### config.mk
export PLATFORM = sky130hd
export DESIGN_NAME = ibex_cx_dispatch
export DESIGN_NICKNAME = d
export VERILOG_FILES = /design/src/rtl/ibex_cx_dispatch_pkg.sv /design/src/rtl/ibex_cx_timer.sv /design/src/rtl/ibex_cx_dispatch.sv
export SDC_FILE = /design/constraint.sdc
export NUM_CORES = 1
export LEC_CHECK = 0
export BUFFER_PORTS_ARGS = -buffer_cell sky130_fd_sc_hd__buf_2
export CAP_MARGIN = 20
export CELL_PAD_IN_SITES_DETAIL_PLACEMENT = 0
export CELL_PAD_IN_SITES_GLOBAL_PLACEMENT = 1
export CORE_ASPECT_RATIO = 2
export CORE_MARGIN = 3
export CORE_UTILIZATION = 34
export DETAILED_ROUTE_END_ITERATION = 7
export GPL_TIMING_DRIVEN = 0
export PLACE_DENSITY = 0.84
export SLEW_MARGIN = 20
export SYNTH_ARGS = -nofsm -noshare
export SYNTH_HDL_FRONTEND = slang
export SYNTH_HIERARCHICAL = 1
export SYNTH_SLANG_ARGS = --single-unit
### constraint.sdc
create_clock -name clk_i -period 6.07 [get_ports clk_i]
set_clock_uncertainty 0.15 [all_clocks]
set_input_delay 1.214 -clock clk_i [delete_from_list [all_inputs] [get_ports clk_i]]
set_output_delay 1.214 -clock clk_i [all_outputs]
set_load 0.01 [all_outputs]
### src/rtl/ibex_cx_dispatch_pkg.sv
// ----------------------------------------------------------------------------
// ibex_cx_dispatch_pkg
// Shared types and constants for the composable-extension (CX) dispatcher:
// dispatcher FSM states, accelerator response codes, the CX opcodes, the
// MCX_SEL enable bit position and the CX_STAT field positions.
// ----------------------------------------------------------------------------
package ibex_cx_dispatch_pkg;

  typedef enum logic [1:0] {
    CX_IDLE = 2'd0,
    CX_REQ  = 2'd1,
    CX_RESP = 2'd2,
    CX_WB   = 2'd3
  } cx_state_e;

  typedef enum logic [1:0] {
    CX_RESP_OK   = 2'd0,
    CX_RESP_ERR1 = 2'd1,
    CX_RESP_ERR2 = 2'd2,
    CX_RESP_ERR3 = 2'd3
  } cx_resp_status_e;

  typedef enum logic [6:0] {
    OPCODE_CX_REG  = 7'h0b,
    OPCODE_CX_IMM  = 7'h2b,
    OPCODE_CX_FLEX = 7'h5b
  } opcode_e;

  localparam int MCX_SEL_EN_BIT = 31;

  // CX_STAT layout
  localparam int CX_STAT_ERR_BIT = 0;
  localparam int CX_STAT_TMO_BIT = 1;
  localparam int CX_STAT_ILL_BIT = 2;
  localparam int CX_STAT_ID_LSB  = 4;
  localparam int CX_STAT_ID_MSB  = 7;
  localparam int CX_STAT_RS_LSB  = 8;
  localparam int CX_STAT_RS_MSB  = 9;

  function automatic logic is_cx_opcode(input logic [6:0] op);
    return (op == OPCODE_CX_REG) || (op == OPCODE_CX_IMM) || (op == OPCODE_CX_FLEX);
  endfunction

endpackage

### src/rtl/ibex_cx_timer.sv
// ----------------------------------------------------------------------------
// ibex_cx_timer
// Saturating response-wait counter.
//   clk_i / rst_i : clock, asynchronous active-high reset
//   clr_i         : return the count to zero (priority over en_i)
//   en_i          : count one more waited cycle
//   expired_o     : the current enabled cycle is the LIMIT-th one
// ----------------------------------------------------------------------------
module ibex_cx_timer #(
  parameter int unsigned LIMIT = 255,
  parameter int unsigned W     = $clog2(LIMIT + 1)
) (
  input  logic clk_i,
  input  logic rst_i,
  input  logic clr_i,
  input  logic en_i,
  output logic expired_o
);

  logic [W-1:0] r_count;

  always_ff @(posedge clk_i or posedge rst_i) begin
    if (rst_i) begin
      r_count <= '0;
    end else if (clr_i) begin
      r_count <= '0;
    end else if (en_i && (r_count != W'(LIMIT))) begin
      r_count <= r_count + 1'b1;
    end
  end

  // r_count holds the cycles already waited, so the cycle in which it equals
  // LIMIT-1 is the LIMIT-th waiting cycle. The LIMIT term covers saturation.
  assign expired_o = (r_count == W'(LIMIT - 1)) || (r_count == W'(LIMIT));

endmodule

### src/rtl/ibex_cx_dispatch.sv
// ----------------------------------------------------------------------------
// ibex_cx_dispatch
// Execute-side dispatcher for custom composable-extension instructions.
// Accepts a decoded CX instruction from ID, issues a valid/ready request to
// the accelerator chosen by MCX_SEL, waits (bounded) for its response, writes
// the result back to the register file and keeps the CX_STAT status word.
//
// Ports
//   clk_i, rst_i                 clock, asynchronous active-high reset
//   instr_valid_i/instr_ready_o  instruction handshake from ID
//   opcode_i, funct_i            opcode and {funct7, funct3}
//   operand_a_i, operand_b_i     rs1 and rs2/immediate
//   rd_addr_i                    destination register
//   flush_i                      controller kill of the in-flight instruction
//   mcx_sel_i                    [31] enable, [3:0] accelerator id
//   cx_req_*                     request channel to the accelerators
//   cx_resp_*                    response channel from the accelerators
//   wb_valid_o/wb_rd_addr_o/wb_data_o  register file write port
//   illegal_o                    one-cycle illegal-instruction pulse
//   busy_o                       dispatcher occupied, stalls ID
//   cx_status_o, cx_status_clr_i CX_STAT value and sticky-bit clear
// ----------------------------------------------------------------------------
module ibex_cx_dispatch
  import ibex_cx_dispatch_pkg::*;
#(
  parameter int unsigned NUM_CX         = 4,
  parameter int unsigned TIMEOUT_CYCLES = 255
) (
  input  logic        clk_i,
  input  logic        rst_i,
  input  logic        instr_valid_i,
  output logic        instr_ready_o,
  input  logic [6:0]  opcode_i,
  input  logic [9:0]  funct_i,
  input  logic [31:0] operand_a_i,
  input  logic [31:0] operand_b_i,
  input  logic [4:0]  rd_addr_i,
  input  logic        flush_i,
  input  logic [31:0] mcx_sel_i,
  output logic        cx_req_valid_o,
  input  logic        cx_req_ready_i,
  output logic [3:0]  cx_req_id_o,
  output logic [9:0]  cx_req_func_o,
  output logic [31:0] cx_req_a_o,
  output logic [31:0] cx_req_b_o,
  input  logic        cx_resp_valid_i,
  output logic        cx_resp_ready_o,
  input  logic [31:0] cx_resp_data_i,
  input  logic [1:0]  cx_resp_status_i,
  output logic        wb_valid_o,
  output logic [4:0]  wb_rd_addr_o,
  output logic [31:0] wb_data_o,
  output logic        illegal_o,
  output logic        busy_o,
  output logic [31:0] cx_status_o,
  input  logic        cx_status_clr_i
);

  cx_state_e   r_state;
  cx_state_e   w_state_next;

  logic [3:0]  r_id;
  logic [9:0]  r_func;
  logic [31:0] r_a;
  logic [31:0] r_b;
  logic [4:0]  r_rd;
  logic        r_discard;
  logic [31:0] r_data;
  logic        r_illegal;

  logic        r_err;
  logic        r_tmo;
  logic        r_ill;
  logic [3:0]  r_last_id;
  logic [1:0]  r_last_status;

  logic [3:0]  w_sel_id;
  logic        w_sel_en;
  logic        w_id_ok;
  logic        w_legal;
  logic        w_accept;
  logic        w_illegal;
  logic        w_req_hs;
  logic        w_resp_hs;
  logic        w_tmr_expired;
  logic        w_timeout;
  logic        w_set_err;
  logic [31:0] w_status;

  // --------------------------------------------------------------------------
  // Instruction qualification
  // --------------------------------------------------------------------------
  assign w_sel_id  = mcx_sel_i[3:0];
  assign w_sel_en  = mcx_sel_i[MCX_SEL_EN_BIT];
  // One extra bit so NUM_CX = 16 is representable.
  assign w_id_ok   = ({1'b0, w_sel_id} < 5'(NUM_CX));
  assign w_legal   = is_cx_opcode(opcode_i) && w_sel_en && w_id_ok;

  assign w_accept  = (r_state == CX_IDLE) && instr_valid_i && w_legal;
  assign w_illegal = (r_state == CX_IDLE) && instr_valid_i && !w_legal;
  assign w_req_hs  = (r_state == CX_REQ)  && cx_req_ready_i;
  assign w_resp_hs = (r_state == CX_RESP) && cx_resp_valid_i;
  // A response arriving in the expiry cycle takes precedence.
  assign w_timeout = (r_state == CX_RESP) && !cx_resp_valid_i && w_tmr_expired;
  assign w_set_err = w_resp_hs && (cx_resp_status_i != CX_RESP_OK);

  // --------------------------------------------------------------------------
  // Response wait timer: cleared while requesting, counts while waiting
  // --------------------------------------------------------------------------
  ibex_cx_timer #(
    .LIMIT (TIMEOUT_CYCLES)
  ) u_timer (
    .clk_i     (clk_i),
    .rst_i     (rst_i),
    .clr_i     (r_state == CX_REQ),
    .en_i      (r_state == CX_RESP),
    .expired_o (w_tmr_expired)
  );

  // --------------------------------------------------------------------------
  // FSM
  // --------------------------------------------------------------------------
  always_ff @(posedge clk_i or posedge rst_i) begin
    if (rst_i) begin
      r_state <= CX_IDLE;
    end else begin
      r_state <= w_state_next;
    end
  end

  always_comb begin
    w_state_next    = r_state;
    instr_ready_o   = 1'b0;
    cx_req_valid_o  = 1'b0;
    cx_resp_ready_o = 1'b0;
    wb_valid_o      = 1'b0;
    busy_o          = 1'b1;
    case (r_state)
      CX_IDLE: begin
        instr_ready_o = 1'b1;
        busy_o        = 1'b0;
        if (w_accept) begin
          w_state_next = CX_REQ;
        end
      end
      CX_REQ: begin
        cx_req_valid_o = 1'b1;
        // Once the accelerator has taken the request it must be answered,
        // so a flush only aborts a request that has not been accepted yet.
        if (cx_req_ready_i) begin
          w_state_next = CX_RESP;
        end else if (flush_i) begin
          w_state_next = CX_IDLE;
        end
      end
      CX_RESP: begin
        cx_resp_ready_o = 1'b1;
        if (cx_resp_valid_i || w_tmr_expired) begin
          w_state_next = CX_WB;
        end
      end
      CX_WB: begin
        wb_valid_o   = !r_discard && (r_rd != 5'd0) && !flush_i;
        w_state_next = CX_IDLE;
      end
      default: begin
        w_state_next = CX_IDLE;
      end
    endcase
  end

  // --------------------------------------------------------------------------
  // Datapath: request payload, discard flag, result
  // --------------------------------------------------------------------------
  always_ff @(posedge clk_i or posedge rst_i) begin
    if (rst_i) begin
      r_id      <= '0;
      r_func    <= '0;
      r_a       <= '0;
      r_b       <= '0;
      r_rd      <= '0;
      r_discard <= 1'b0;
      r_data    <= '0;
      r_illegal <= 1'b0;
    end else begin
      r_illegal <= w_illegal;
      if (w_accept) begin
        r_id      <= w_sel_id;
        r_func    <= funct_i;
        r_a       <= operand_a_i;
        r_b       <= operand_b_i;
        r_rd      <= rd_addr_i;
        r_discard <= 1'b0;
      end else if (flush_i && (w_req_hs || (r_state == CX_RESP))) begin
        r_discard <= 1'b1;
      end
      if (w_resp_hs) begin
        r_data <= cx_resp_data_i;
      end else if (w_timeout) begin
        r_data <= '0;
      end
    end
  end

  // --------------------------------------------------------------------------
  // CX_STAT: sticky bits, set has priority over a same-cycle clear
  // --------------------------------------------------------------------------
  always_ff @(posedge clk_i or posedge rst_i) begin
    if (rst_i) begin
      r_err         <= 1'b0;
      r_tmo         <= 1'b0;
      r_ill         <= 1'b0;
      r_last_id     <= '0;
      r_last_status <= '0;
    end else begin
      r_err <= w_set_err | (r_err & ~cx_status_clr_i);
      r_tmo <= w_timeout | (r_tmo & ~cx_status_clr_i);
      r_ill <= w_illegal | (r_ill & ~cx_status_clr_i);
      if (w_accept) begin
        r_last_id <= w_sel_id;
      end
      if (w_resp_hs) begin
        r_last_status <= cx_resp_status_i;
      end
    end
  end

  always_comb begin
    w_status                                 = '0;
    w_status[CX_STAT_ERR_BIT]                = r_err;
    w_status[CX_STAT_TMO_BIT]                = r_tmo;
    w_status[CX_STAT_ILL_BIT]                = r_ill;
    w_status[CX_STAT_ID_MSB:CX_STAT_ID_LSB]  = r_last_id;
    w_status[CX_STAT_RS_MSB:CX_STAT_RS_LSB]  = r_last_status;
  end

  // --------------------------------------------------------------------------
  // Outputs
  // --------------------------------------------------------------------------
  assign cx_req_id_o   = r_id;
  assign cx_req_func_o = r_func;
  assign cx_req_a_o    = r_a;
  assign cx_req_b_o    = r_b;
  assign wb_rd_addr_o  = (r_state == CX_WB) ? r_rd   : 5'd0;
  assign wb_data_o     = (r_state == CX_WB) ? r_data : 32'd0;
  assign illegal_o     = r_illegal;
  assign cx_status_o   = w_status;

endmodule

# Yosys cells after proc, flatten, opt, wreduce, memory -nomap -nowiden

Index checks and enable logic that the tools add are counted.
W data, S select, Z words.

Bits in registers: 132
Bits in latches: 0
Memory bits (writable): 0
Bits in read-only memories: 0
Bits of input ports: 159
Output and inout bits: 153
Word-level logic and storage cells: 83
Memories kept: 0

$add $sub $neg: 1
$mul: 0
Div/mod/pow operators: 0
Order comparisons: 1
Equality and inequality tests: 12
Shift-type cells: 0
Mux-type cells: 18
Bitwise logic cells: 7
Reduce and logical (&&, ||, !) cells: 30

Operators by type and width:

| operator              | number |
|---|---|
| $mux W32              | 3 |
| $eq A8 B8 Y1 const B  | 2 |
| $mux W8               | 2 |
| $logic_and A1 B1 Y1   | 14 |
| $add A8 B1 Y8 const B | 1 |
| $mux W2               | 4 |
| $ne A8 B8 Y1 const B  | 1 |
| $pmux W2 S4           | 1 |
| $reduce_bool A2 Y1    | 4 |
| $eq A7 B4 Y1 const B  | 1 |
| $eq A7 B6 Y1 const B  | 1 |
| $eq A7 B7 Y1 const B  | 1 |
| $mux W1               | 7 |
| $logic_or A1 B1 Y1    | 5 |
| $mux W5               | 1 |
| $reduce_bool A5 Y1    | 1 |
| $eq A2 B2 Y1 const B  | 2 |
| $logic_not A1 Y1      | 4 |
| $lt A4 B3 Y1 const B  | 1 |
| $ne A2 B2 Y1 const B  | 2 |
| $and A1 B1 Y1         | 3 |
| $ne A3 B3 Y1 const B  | 1 |
| $or A1 B1 Y1          | 3 |
| $reduce_and A3 Y1     | 1 |
| other kinds (3)       | 3 |

# Logic depth before layout (Yosys ltp)

Word-level depth: 8
Gate-level depth with buffers: 7
Mapped depth without buffers: 7

# By module

The synthesis kept the hierarchy.

By module, submodules not included:

| module           | instances | cells an instance | area an instance (um2) | seq. area each (um2) |
|---|---|---|---|---|
| ibex_cx_dispatch | 1         | 370               | 5183.7                 | 3103.0 |
| ibex_cx_timer    | 1         | 46                | 442.9                  | 200.2 |

# Worst setup path after synthesis

Ideal clock, no wire load.

Path type: input -> output
From: in flush_i
To: out wb_valid_o
Data arrival time: 1.887 ns
Required time: 4.706 ns
Setup slack: 2.819 ns
Stages on the path: 1
Buffers on the path: 0
Cell sequence: a2111oi_0

Word-level cells in the longest chain between the ends: 3

Ends and longest elaborated chain:

| what                | line                    | source |
|---|---|---|
| start, declared     | ibex_cx_dispatch.sv:38  | `input logic flush_i,` |
| $logic_not A1 Y1    | ibex_cx_dispatch.sv:163 | `wb_valid_o = !r_discard && (r_rd != 5'd0) && !flush_i;` |
| $logic_and A1 B1 Y1 | ibex_cx_dispatch.sv:163 |  |
| $mux W1             | ibex_cx_dispatch.sv:138 | `case (r_state)` |
| end, declared       | ibex_cx_dispatch.sv:50  | `output logic wb_valid_o,` |

No other way between the ends.

==> qor.yml <==
placement:
  place_ws_ns: 2.68
  dp.cells: 901
  io_buffer_count: 261
  place.detailed.hpwl_um: 12000
  routabilityCongestion: 0.773
  placed_area_um2: 7300
detailed_routing:
  vias: 4395
  detail-route-antenna-nets: 0
  drt-total-wl_um: 15600
  first_pass_iters: 4
  drt-initial-drc-count: 82
  drcViolationCount: 0
  wire_per_inst_um: 16.7
  viasPerCell: 4.72
yosys:
  synth_top_cell_area_share_pct: 58.7
  synth-seq-area-share_pct: 58.7
  synth_edf_count: 0
  netlist_top_cells_count: "dfrtp_1 (132), mux2_1 (57), and3_1 (38)"
  syn_area_um2: 5630
  yosys.area.top_type: "dfrtp_1"
  synth_flop_cell: "dfrtp_1"
  ys_ff_latch: 132
  synthArstFlopShare_pct: 100
  ys_warn_count: 6
  syn_area_per_cell_um2: 13.5
  synth.most_common_cell: "dfrtp_1"
  synth.area.top_cells: "dfrtp_1 (59%), mux2_1 (11%), mux2_2 (5.4%)"
  yosysUniqueCellTypes: 43
  syn_inst: 416
pwr:
  cellPowerDensity_nw_per_um2: 357
  leakagePower_nw: 4.72
  max-vdd-ir-drop_mv: 0.202
global_routing:
  grt_pass1_vias: 4560
  grt_first_pass_wirelength_um: 24200
  grt_max_degree: 86
  antenna_found_initial: 0
  grt_util_all_layers_pct: 16.9
  gr-total-overflow: 0
timing:
  max_freq_mhz: 300
  layout_setup_ws_ns: 2.74
  worstMarginPinSlew_ns: 0.577
  finalHoldViolCount: 0
  setup_violations: 0
  hold_ws_ns: 0.328
  maxSlewViolCount: 0
  grt_setup_unrepaired: "false"
  fin_crit_ns: 3.33
  max_slew_margin_pct: 61.3
  fin_crit_sh_pct: 54.8
layout:
  fill_cells: 1528
  stdcell_count: 932
  num_antenna_cells: 0
  final_area_um2: 7980
  syn2layout_area_growth_pct: 41.9
  fin_nets: 880
  seq_area_um2: 3300
  multi_input_area_um2: 2000
  drive_above_1_share_pct: 50.1
  final_core_utilization_pct: 49.8
critical_path:
  cp_common_cell: "buf_2"
  crit_path_start_kind: "register"
  cp_max_fo: 10
  critPathTopFamily: "buffers and inverters"
  worstSetupPathType: "reg2out"
  cpMaxStageDelayCell: "clkbuf_1"
  crit_buf_inv: 3
  max_stage_delay_ns: 0.45
  crit_path_cell_trace: "buf_2 > clkbuf_1 > nand2_1 > a2111oi_0 > buf_2"
  cp.arrival_ns: 1.96
  required_ns: 4.71
  end_kind: "output port"
clock_tree:
  clkTransAtPathRegs_ns: 0.06
  cts_tree: "done"
  postCtsSetupBuffers: 0
  clock_latency_ns: 0.41
  root_buffer: "clkbuf_16"
  cts_buffer_depth: 2
  cts_resized: 0
  numCtsBuffers: 17
  htree_levels: 4
  clock_sinks: 132
  postCtsHoldBufs: 0
run_status:
  status: "finished, final reports clean"
worst_hold_path:
  hp-class: "reg2reg"
flow_run:
  max_cap_viol_count: 0
floorplanning:
  die_h_um: 188
  coreArea_um2: 16000
  die_area_um2: 18200
  num_rows: 65
  dieWidth_um: 97.0
  io_pins: 312
  initial_utilization_pct: 35.1
[cells in the final DEF (no fill, tap or decap), types with 4 or more instances in the layout]
| master | count |
|---|---|
| buf_2 | 264 |
| dfrtp_1 | 132 |
| mux2_1 | 57 |
| and3_1 | 38 |
| a22o_1 | 32 |
| buf_4 | 31 |
| mux2_2 | 27 |
| conb_1 | 23 |
| clkbuf_16 | 17 |
| clkbuf_1 | 16 |
| nor2_1 | 11 |
| buf_6 | 6 |
| inv_1 | 6 |
| bufinv_16 | 6 |
| nor2b_1 | 5 |
| nand3_1 | 5 |
| a211oi_1 | 4 |
[metrics by stage]
step	setup TNS, ns	total power, W
floorplan	0	0.00146
global placement	-26.15	0.00167
detailed placement	0	0.00169
CTS	0	0.00288
global route	0	0.00298
finish	0	0.00285
[state kept, by name (all words and copies together), names as in the netlist, 2 cells and up, named ones only]
name             flops
cx_req_func_o       10
cx_req_a_o          32
r_rd                 5
cx_req_b_o          32
u_timer/r_count      8
r_data              32
r_last_id            4
r_last_status        2
[routing by layer]
metal,share of wire (%),GRT usage [%],vias to the layer above
met4,3.3,8.49,0
met3,6.5,4.39,33
met2,55,31.2,189
li1,-,-,2050
met1,35,17.4,2123
met5,0,0,-
[report_power, final]
group | internal (W) | leakage [nW] | switching [W]
clock network | 0.000793 | 0.331 | 0.000384
registers | 0.00103 | 1.77 | 0.0000881
logic | 0.000257 | 2.62 | 0.000295
[area by class of cell]
class	instances	area share, %
Buffer	57	4.75
Clock buffer	19	5.67
Clock inverter	12	2.84
Inverter	7	0.423
Multi-Input combinational cell	242	25.1
Sequential cell	132	41.4
Tap cell	201	3.15
Timing Repair Buffer	262	16.7
[final timing paths]
path                            slack (ns)               end        startpoint  depth (start not counted)
worst min register to register        0.33  cx_req_func_o[6]  cx_req_func_o[6]                          1
min in group asynchronous             0.65    cx_req_a_o[10]             rst_i                          2
worst max register to register        3.60           r_rd[4]        r_state[0]                          5
max in group asynchronous             4.39  cx_req_func_o[7]             rst_i                          3
worst max-delay path                  2.74        wb_valid_o          register                          5
worst min-delay path                  0.33  cx_req_func_o[6]  cx_req_func_o[6]                          1
[logic make-up (layout without fill, tap and decap cells)]
| group | count (synthesis) | count (layout) | synth area share (%) |
|---|---|---|---|
| AND/OR/NAND/NOR | 80 | 80 | 8.67 |
| adder cells (fa/ha/maj) | 2 | 2 | 0.445 |
| XOR/XNOR | 1 | 1 | 0.156 |
| flip-flops | 132 | 132 | 58.7 |
| AO/OA/AOI/OAI | 52 | 52 | 7.94 |
| other | 1 | 23 | 0.0666 |
| buffers and inverters | 64 | 357 | 7.20 |
| multiplexers | 84 | 84 | 16.8 |
(Power assumes the default switching activity.)
